==> src/rtl/lsu_mem_stage_pkg.sv <==
// ----------------------------------------------------------------------------
// lsu_mem_stage_pkg
// Shared types and constants for the memory stage of the 5-stage core:
// FSM state encoding, lsu_op decode bit positions, access-size enum, the
// EX/MEM and MEM/WB pipeline payloads, and the lsu_op size-decode helper.
// ----------------------------------------------------------------------------
package lsu_mem_stage_pkg;

    localparam int DataWidth    = 32;
    localparam int RegAddrWidth = 5;
    localparam int LsuOpWidth   = 4;

    // lsu_op decode: bit3 = store, bit2 = unsigned, bit0 = half, bit1 = word
    localparam int LsuStoreBit    = 3;
    localparam int LsuUnsignedBit = 2;

    typedef enum logic [1:0] {
        IDLE,
        REQ,
        WAIT
    } lsu_state_t;

    typedef enum logic [1:0] {
        BYTE,
        HALF,
        WORD
    } lsu_size_t;

    typedef struct packed {
        logic [DataWidth-1:0]    alu_res;   // effective address for LSU ops
        logic [RegAddrWidth-1:0] rd_addr;
        logic                    rd_en;
        logic                    lsu;       // 1 = load/store instruction
        logic [LsuOpWidth-1:0]   lsu_op;
    } p_ex_mem_t;

    typedef struct packed {
        logic                    rd_en;
        logic [RegAddrWidth-1:0] rd_addr;
        logic [DataWidth-1:0]    rd_data;
    } p_mem_wb_t;

    // Half has priority over word so that op[1:0] = 2'b11 decodes as half.
    function automatic lsu_size_t lsu_size(input logic [LsuOpWidth-1:0] op);
        if (op[0]) return HALF;
        if (op[1]) return WORD;
        return BYTE;
    endfunction

endpackage

==> src/rtl/lsu_align.sv <==
// ----------------------------------------------------------------------------
// lsu_align
// Purely combinational data-path helper for the memory stage: byte enables,
// store-data replication, load-data extraction/extension and misalignment.
//
// Ports:
//   i_lsu_op      lsu_op of the access
//   i_addr_lo     effective address bits [1:0]
//   i_store_data  rs2 value for stores
//   i_rdata       load data returned by the bus
//   o_be          byte enables
//   o_wdata       replicated store data (0 for loads)
//   o_load_data   shifted and sign/zero-extended load data
//   o_misaligned  misaligned half/word access
//
// Configuration: LSU_MISALIGN_TRAP_EN enables o_misaligned; otherwise it is
// tied 0 and misaligned halves/words are silently aligned down.
// ----------------------------------------------------------------------------
module lsu_align
    import lsu_mem_stage_pkg::*;
(
    input  logic [LsuOpWidth-1:0] i_lsu_op,
    input  logic [1:0]            i_addr_lo,
    input  logic [DataWidth-1:0]  i_store_data,
    input  logic [DataWidth-1:0]  i_rdata,
    output logic [3:0]            o_be,
    output logic [DataWidth-1:0]  o_wdata,
    output logic [DataWidth-1:0]  o_load_data,
    output logic                  o_misaligned
);

    lsu_size_t            w_size;
    logic                 w_unsigned;
    logic                 w_store;
    logic [1:0]           w_off;
    logic [DataWidth-1:0] w_shifted;

    always_comb begin
        // NOTE: every variable gets a default first so no path infers a latch.
        w_size      = lsu_size(i_lsu_op);
        w_unsigned  = i_lsu_op[LsuUnsignedBit];
        w_store     = i_lsu_op[LsuStoreBit];
        w_off       = 2'b00;
        o_be        = 4'b1111;
        o_wdata     = '0;
        o_load_data = '0;

        // Halves ignore addr[0], words ignore addr[1:0]: this is the aligned
        // fallback when misaligned accesses are not trapped.
        case (w_size)
            BYTE:    w_off = i_addr_lo;
            HALF:    w_off = {i_addr_lo[1], 1'b0};
            default: w_off = 2'b00;
        endcase

        case (w_size)
            BYTE:    o_be = 4'b0001 << w_off;
            HALF:    o_be = 4'b0011 << w_off;
            default: o_be = 4'b1111;
        endcase

        if (w_store) begin
            case (w_size)
                BYTE:    o_wdata = {4{i_store_data[7:0]}};
                HALF:    o_wdata = {2{i_store_data[15:0]}};
                default: o_wdata = i_store_data;
            endcase
        end

        w_shifted = i_rdata >> {w_off, 3'b000};
        case (w_size)
            BYTE:    o_load_data = w_unsigned ? {24'b0, w_shifted[7:0]}
                                              : {{24{w_shifted[7]}}, w_shifted[7:0]};
            HALF:    o_load_data = w_unsigned ? {16'b0, w_shifted[15:0]}
                                              : {{16{w_shifted[15]}}, w_shifted[15:0]};
            default: o_load_data = w_shifted;
        endcase
    end

`ifdef LSU_MISALIGN_TRAP_EN
    assign o_misaligned = ((w_size == HALF) && i_addr_lo[0]) ||
                          ((w_size == WORD) && (i_addr_lo != 2'b00));
`else
    assign o_misaligned = 1'b0;
`endif

endmodule

==> src/rtl/lsu_mem_stage.sv <==
// ----------------------------------------------------------------------------
// lsu_mem_stage
// Memory stage: takes the EX/MEM payload, runs loads/stores over a
// req/gnt/rvalid data bus and produces the MEM/WB payload. EX is stalled
// (ex_ready_o low) while a bus transaction is outstanding.
//
// Ports:
//   clk, rst           core clock, asynchronous active-high reset
//   ex_valid_i         EX/MEM payload valid
//   ex_mem_i           EX/MEM payload (alu_res = address for LSU ops)
//   store_data_i       rs2 value for stores
//   ex_ready_o         stage can accept (FSM in IDLE)
//   dmem_*             data-memory bus (req/we/addr/be/wdata out,
//                      gnt/rvalid/rdata in)
//   wb_valid_o         one-cycle MEM/WB valid pulse per instruction
//   mem_wb_o           MEM/WB payload
//   lsu_misaligned_o   misaligned-access pulse
//
// Configuration: define LSU_MISALIGN_TRAP_EN to trap misaligned half/word
// accesses (no bus request, lsu_misaligned_o pulse, wb with rd_en = 0).
// ----------------------------------------------------------------------------
module lsu_mem_stage
    import lsu_mem_stage_pkg::*;
(
    input  logic                 clk,
    input  logic                 rst,
    input  logic                 ex_valid_i,
    input  p_ex_mem_t            ex_mem_i,
    input  logic [DataWidth-1:0] store_data_i,
    output logic                 ex_ready_o,
    output logic                 dmem_req_o,
    output logic                 dmem_we_o,
    output logic [31:0]          dmem_addr_o,
    output logic [3:0]           dmem_be_o,
    output logic [31:0]          dmem_wdata_o,
    input  logic                 dmem_gnt_i,
    input  logic                 dmem_rvalid_i,
    input  logic [31:0]          dmem_rdata_i,
    output logic                 wb_valid_o,
    output p_mem_wb_t            mem_wb_o,
    output logic                 lsu_misaligned_o
);

    lsu_state_t              r_state;
    logic [LsuOpWidth-1:0]   r_op;
    logic [1:0]              r_off;
    logic [RegAddrWidth-1:0] r_rd_addr;
    logic                    r_rd_en;
    logic                    r_req;
    logic                    r_we;
    logic [31:0]             r_addr;
    logic [3:0]              r_be;
    logic [31:0]             r_wdata;
    logic                    r_wb_valid;
    p_mem_wb_t               r_mem_wb;
    logic                    r_misaligned;

    logic                    w_idle;
    logic [LsuOpWidth-1:0]   w_op;
    logic [1:0]              w_off;
    logic [3:0]              w_be;
    logic [DataWidth-1:0]    w_wdata;
    logic [DataWidth-1:0]    w_load_data;
    logic                    w_misaligned;

    assign w_idle = (r_state == IDLE);

    // One aligner serves both directions: in IDLE it shapes the incoming
    // store/bus fields, in WAIT it extracts load data for the latched op.
    assign w_op  = w_idle ? ex_mem_i.lsu_op       : r_op;
    assign w_off = w_idle ? ex_mem_i.alu_res[1:0] : r_off;

    lsu_align u_align (
        .i_lsu_op     (w_op),
        .i_addr_lo    (w_off),
        .i_store_data (store_data_i),
        .i_rdata      (dmem_rdata_i),
        .o_be         (w_be),
        .o_wdata      (w_wdata),
        .o_load_data  (w_load_data),
        .o_misaligned (w_misaligned)
    );

    // NOTE: sequential state uses non-blocking assignments only, so every
    // register samples pre-edge values regardless of statement order.
    always_ff @(posedge clk or posedge rst) begin
        if (rst) begin
            r_state      <= IDLE;
            r_op         <= '0;
            r_off        <= '0;
            r_rd_addr    <= '0;
            r_rd_en      <= 1'b0;
            r_req        <= 1'b0;
            r_we         <= 1'b0;
            r_addr       <= '0;
            r_be         <= '0;
            r_wdata      <= '0;
            r_wb_valid   <= 1'b0;
            r_mem_wb     <= '0;
            r_misaligned <= 1'b0;
        end else begin
            // Pulses by default; rd_en must never be seen high without wb_valid.
            r_wb_valid      <= 1'b0;
            r_misaligned    <= 1'b0;
            r_mem_wb.rd_en  <= 1'b0;

            case (r_state)
                IDLE: begin
                    if (ex_valid_i) begin
                        if (!ex_mem_i.lsu) begin
                            r_wb_valid <= 1'b1;
                            r_mem_wb   <= '{rd_en:   ex_mem_i.rd_en && (ex_mem_i.rd_addr != '0),
                                            rd_addr: ex_mem_i.rd_addr,
                                            rd_data: ex_mem_i.alu_res};
                        end else if (w_misaligned) begin
                            r_wb_valid   <= 1'b1;
                            r_misaligned <= 1'b1;
                        end else begin
                            r_op      <= ex_mem_i.lsu_op;
                            r_off     <= ex_mem_i.alu_res[1:0];
                            r_rd_addr <= ex_mem_i.rd_addr;
                            r_rd_en   <= ex_mem_i.rd_en;
                            r_req     <= 1'b1;
                            r_we      <= ex_mem_i.lsu_op[LsuStoreBit];
                            r_addr    <= {ex_mem_i.alu_res[31:2], 2'b00};
                            r_be      <= w_be;
                            r_wdata   <= w_wdata;
                            r_state   <= REQ;
                        end
                    end
                end
                REQ: begin
                    if (dmem_gnt_i) begin
                        r_req <= 1'b0;
                        if (r_we) begin
                            r_wb_valid <= 1'b1;
                            r_state    <= IDLE;
                        end else begin
                            r_state <= WAIT;
                        end
                    end
                end
                WAIT: begin
                    if (dmem_rvalid_i) begin
                        r_wb_valid <= 1'b1;
                        r_mem_wb   <= '{rd_en:   r_rd_en && (r_rd_addr != '0),
                                        rd_addr: r_rd_addr,
                                        rd_data: w_load_data};
                        r_state    <= IDLE;
                    end
                end
                default: r_state <= IDLE;
            endcase
        end
    end

    assign ex_ready_o       = w_idle;
    assign dmem_req_o       = r_req;
    assign dmem_we_o        = r_we;
    assign dmem_addr_o      = r_addr;
    assign dmem_be_o        = r_be;
    assign dmem_wdata_o     = r_wdata;
    assign wb_valid_o       = r_wb_valid;
    assign mem_wb_o         = r_mem_wb;
    assign lsu_misaligned_o = r_misaligned;

endmodule

==> config.mk <==
export PLATFORM = sky130hd
export DESIGN_NAME = lsu_mem_stage
export DESIGN_NICKNAME = d
export VERILOG_FILES = /design/src/rtl/lsu_mem_stage_pkg.sv /design/src/rtl/lsu_align.sv /design/src/rtl/lsu_mem_stage.sv
export SDC_FILE = /design/constraint.sdc
export NUM_CORES = 1
export LEC_CHECK = 0
export CAP_MARGIN = 20
export CORE_ASPECT_RATIO = 1.75
export CORE_MARGIN = 2
export CORE_UTILIZATION = 45
export CTS_BUF_LIST = sky130_fd_sc_hd__clkbuf_4
export DETAILED_ROUTE_END_ITERATION = 7
export DONT_BUFFER_PORTS = 1
export PLACE_DENSITY = 0.64
export REMOVE_ABC_BUFFERS = 1
export SLEW_MARGIN = 10
export SYNTH_ARGS = -nofsm -noshare
export SYNTH_HDL_FRONTEND = slang
export SYNTH_SLANG_ARGS = --single-unit
==> constraint.sdc <==
create_clock -name clk -period 8 [get_ports clk]
set_clock_uncertainty 0.1 [all_clocks]
set_input_delay 0.4 -clock clk [delete_from_list [all_inputs] [get_ports clk]]
set_output_delay 0.4 -clock clk [all_outputs]
set_load 0.01 [all_outputs]
==> impl_metrics.env <==
export IMPL_grt_max_degree=84
export IMPL_power_mw=2.21
export IMPL_cts_buffers=17
export IMPL_seq_area_frac_synth=0.533
export IMPL_port_buffers=0
export IMPL_crit_fanout=14
export IMPL_grt_pass1_vias=5010
export IMPL_endpoint_kind="register"
export IMPL_status="finished, final reports clean"
export IMPL_grt_usage=0.257
export IMPL_dp_hpwl_um=11000
export IMPL_clock_path_buffers=2
export IMPL_hold_ws_ns=0.0579
export IMPL_irDropWorstVdd_uv=146
export IMPL_grt_pass1_wl_um=26400
export IMPL_tightest_slew_ns=0.888
export IMPL_yosys_area_top_type="dfrtp_1"
export IMPL_cts_hold_buffers=101
export IMPL_synthCells=565
export IMPL_crit_family="compound AO/OA/AOI/OAI gates"
export IMPL_dr_pass1_iters=5
export IMPL_post_cts_setup_buffers=0
export IMPL_period_share=0.412
export IMPL_tns_ns=0
export IMPL_antenna_found_initial=4
export IMPL_htreeDepth=4
export IMPL_clock_sinks=120
export IMPL_core_um2=12400
export IMPL_cp_cell_sequence="or2_1 -> a221oi_4 -> buf_4 -> mux4_1 -> a222oi_1 -> inv_1"
export IMPL_die_height_um=152
export IMPL_place_ws_ns=4.67
export IMPL_grt_overflow_total=0
export IMPL_p_per_area_nw_per_um2=311
export IMPL_synth_edf_count=0
export IMPL_synth_area_leaders="dfrtp_1 53%, nand2_1 12%, o211ai_2 4.7%"
export IMPL_cp_num_buf_inv=2
export IMPL_critPathKind="register to register"
export IMPL_ys_types=44
export IMPL_dr_first_iter_drc_count=333
export IMPL_ant_nets=0
export IMPL_drv_slew=0
export IMPL_slew_headroom=0.391
export IMPL_fillers=1048
export IMPL_start_kind="register"
export IMPL_placed_area_um2=5740
export IMPL_drc=0
export IMPL_fp_dieArea_um2=13500
export IMPL_stdcell_area_um2=7100
export IMPL_yosys_area_top_type_share=0.533
export IMPL_synth_flop_cell="dfrtp_1"
export IMPL_via_count=4752
export IMPL_cts_tree="built"
export IMPL_crit_required_ns=8.29
export IMPL_drive_gt1_frac=0.122
export IMPL_hold_viol=0
export IMPL_clk_pin_slew_ns=0.12
export IMPL_async_flop_share=1.00
export IMPL_totalWireLength_um=17200
export IMPL_fin_ws_ns=4.70
export IMPL_period_minus_slack_ns=3.30
export IMPL_io_pins=223
export IMPL_crit_arrival_ns=3.58
export IMPL_avgSynthCellArea_um2=9.98
export IMPL_crit_path_max_incr_delay_ns=0.75
export IMPL_max_freq_ghz=0.303
export IMPL_die_x_um=88.6
export IMPL_clockRootBuffer="clkbuf_4"
export IMPL_rsz0062_at_grt="no"
export IMPL_area_growth_pct=26.0
export IMPL_ys_ff_latch=120
export IMPL_ctsResizeCount=0
export IMPL_final_setup_viol_count=0
export IMPL_gp_congestion=0.849
export IMPL_crit_path_top_delay_cell="a221oi_4"
export IMPL_rows=54
export IMPL_wire_per_inst_um=20.5
export IMPL_hp_class="input pin to register"
export IMPL_max_cap_viol_count=0
export IMPL_p_leak_nw=3.35
export IMPL_vias_per_cell=5.67
export IMPL_start_util=0.456
export IMPL_ys_warn_count=0
export IMPL_syn_area_um2=5640
export IMPL_layout_nets=765
export IMPL_clkLatencyLatePin_ns=0.50
## state kept, by name (all words and copies together), names as in the netlist
name,count
wb_valid_o,1
r_rd_en,1
mem_wb_o,38
r_op,4
dmem_addr_o,30
r_off,2
r_state,2
dmem_be_o,4
dmem_wdata_o,32
dmem_req_o,1
r_rd_addr,5
## area by class of cell
type | count | area [um2] | share of cell area
well taps | 168 | 210 | 0.0296
flip-flops and latches | 120 | 3000 | 0.423
clock inverters | 14 | 174 | 0.0245
inverters | 18 | 70.1 | 0.00986
repair buffers | 111 | 1110 | 0.156
clock buffers | 18 | 135 | 0.0190
diodes | 4 | 10.0 | 0.00141
multi-input cells | 385 | 2390 | 0.337
## logic make-up after synthesis
kind of cell           count (synthesis)  synth area share
flip-flops                           120             0.533
other                                  1          0.000665
buffers and inverters                 62            0.0506
AND/OR/NAND/NOR                      226             0.166
AO/OA/AOI/OAI                        128             0.179
multiplexers                          28            0.0703
## metrics by stage
step | instances | utilization
after floorplan | 523 | -
after global placement | 699 | 0.464
after detailed placement | 699 | 0.464
after CTS | 832 | 0.571
after global routing | 838 | 0.574
final | 838 | 0.574
## power breakdown
group / total (mW) / switching [mW] / internal, mW
Sequential: 1.15 / 0.304 / 0.841
Combinational: 0.595 / 0.330 / 0.265
Clock: 0.467 / 0.244 / 0.223
## path summary, 6_finish.rpt
kind / start / end / slack, ns / cells past startpoint
max: r_state[1]$_DFFE_PP0P_ / mem_wb_o[0]$_DFFE_PP0P_ / 4.70 / 6
min: dmem_rdata_i[20] / mem_wb_o[20]$_DFFE_PP0P_ / 0.06 / 2
max reg2reg: r_state[1]$_DFFE_PP0P_ / mem_wb_o[0]$_DFFE_PP0P_ / 4.70 / 6
min reg2reg: r_rd_en$_DFFE_PP0P_ / r_rd_en$_DFFE_PP0P_ / 0.41 / 2
max in group asynchronous: rst / dmem_addr_o[7]$_DFFE_PP0P_ / 6.42 / 4
min in group asynchronous: rst / dmem_wdata_o[24]$_DFFE_PP0P_ / 0.28 / 2
## cells in the mapped netlist (3+ instances only)
cell      number
nand2_1      174
dfrtp_1      120
clkbuf_1      29
o21ai_0       27
a22oi_1       24
nor2_1        21
o211ai_2      21
mux2i_1       19
inv_1         18
o21ai_1       17
a222oi_1      13
nand3_1        8
o221ai_1       8
mux4_2         7
buf_2          6
o211ai_1       5
buf_4          4
buf_6          4
nor3b_1        4
o31ai_1        4
a21oi_1        3
## routing by layer
layer,share of wire,track usage,vias up
met4,0.045,0.146,0
met3,0.077,0.0766,47
met2,0.52,0.434,245
met1,0.36,0.277,2294
li1,-,-,2166
met5,0,0,-
## layout by cell type, fill, tap and decap left out, types with 4 or more instances in the layout
master and count:
diode_2 4, a222oi_1 13, buf_4 9, a22oi_1 24
nand2_1 174, dfrtp_1 120, o211ai_2 21, mux4_2 7
o31ai_1 4, o21ai_1 17, mux2i_1 19, clkbuf_4 18
nor2_1 20, dlygate4sd3_1 101, o211ai_1 5, o221ai_1 8
clkinv_4 5, nand3_1 8, inv_1 17, o21ai_0 27
No activity file was read; power rests on OpenSTA's default activity.
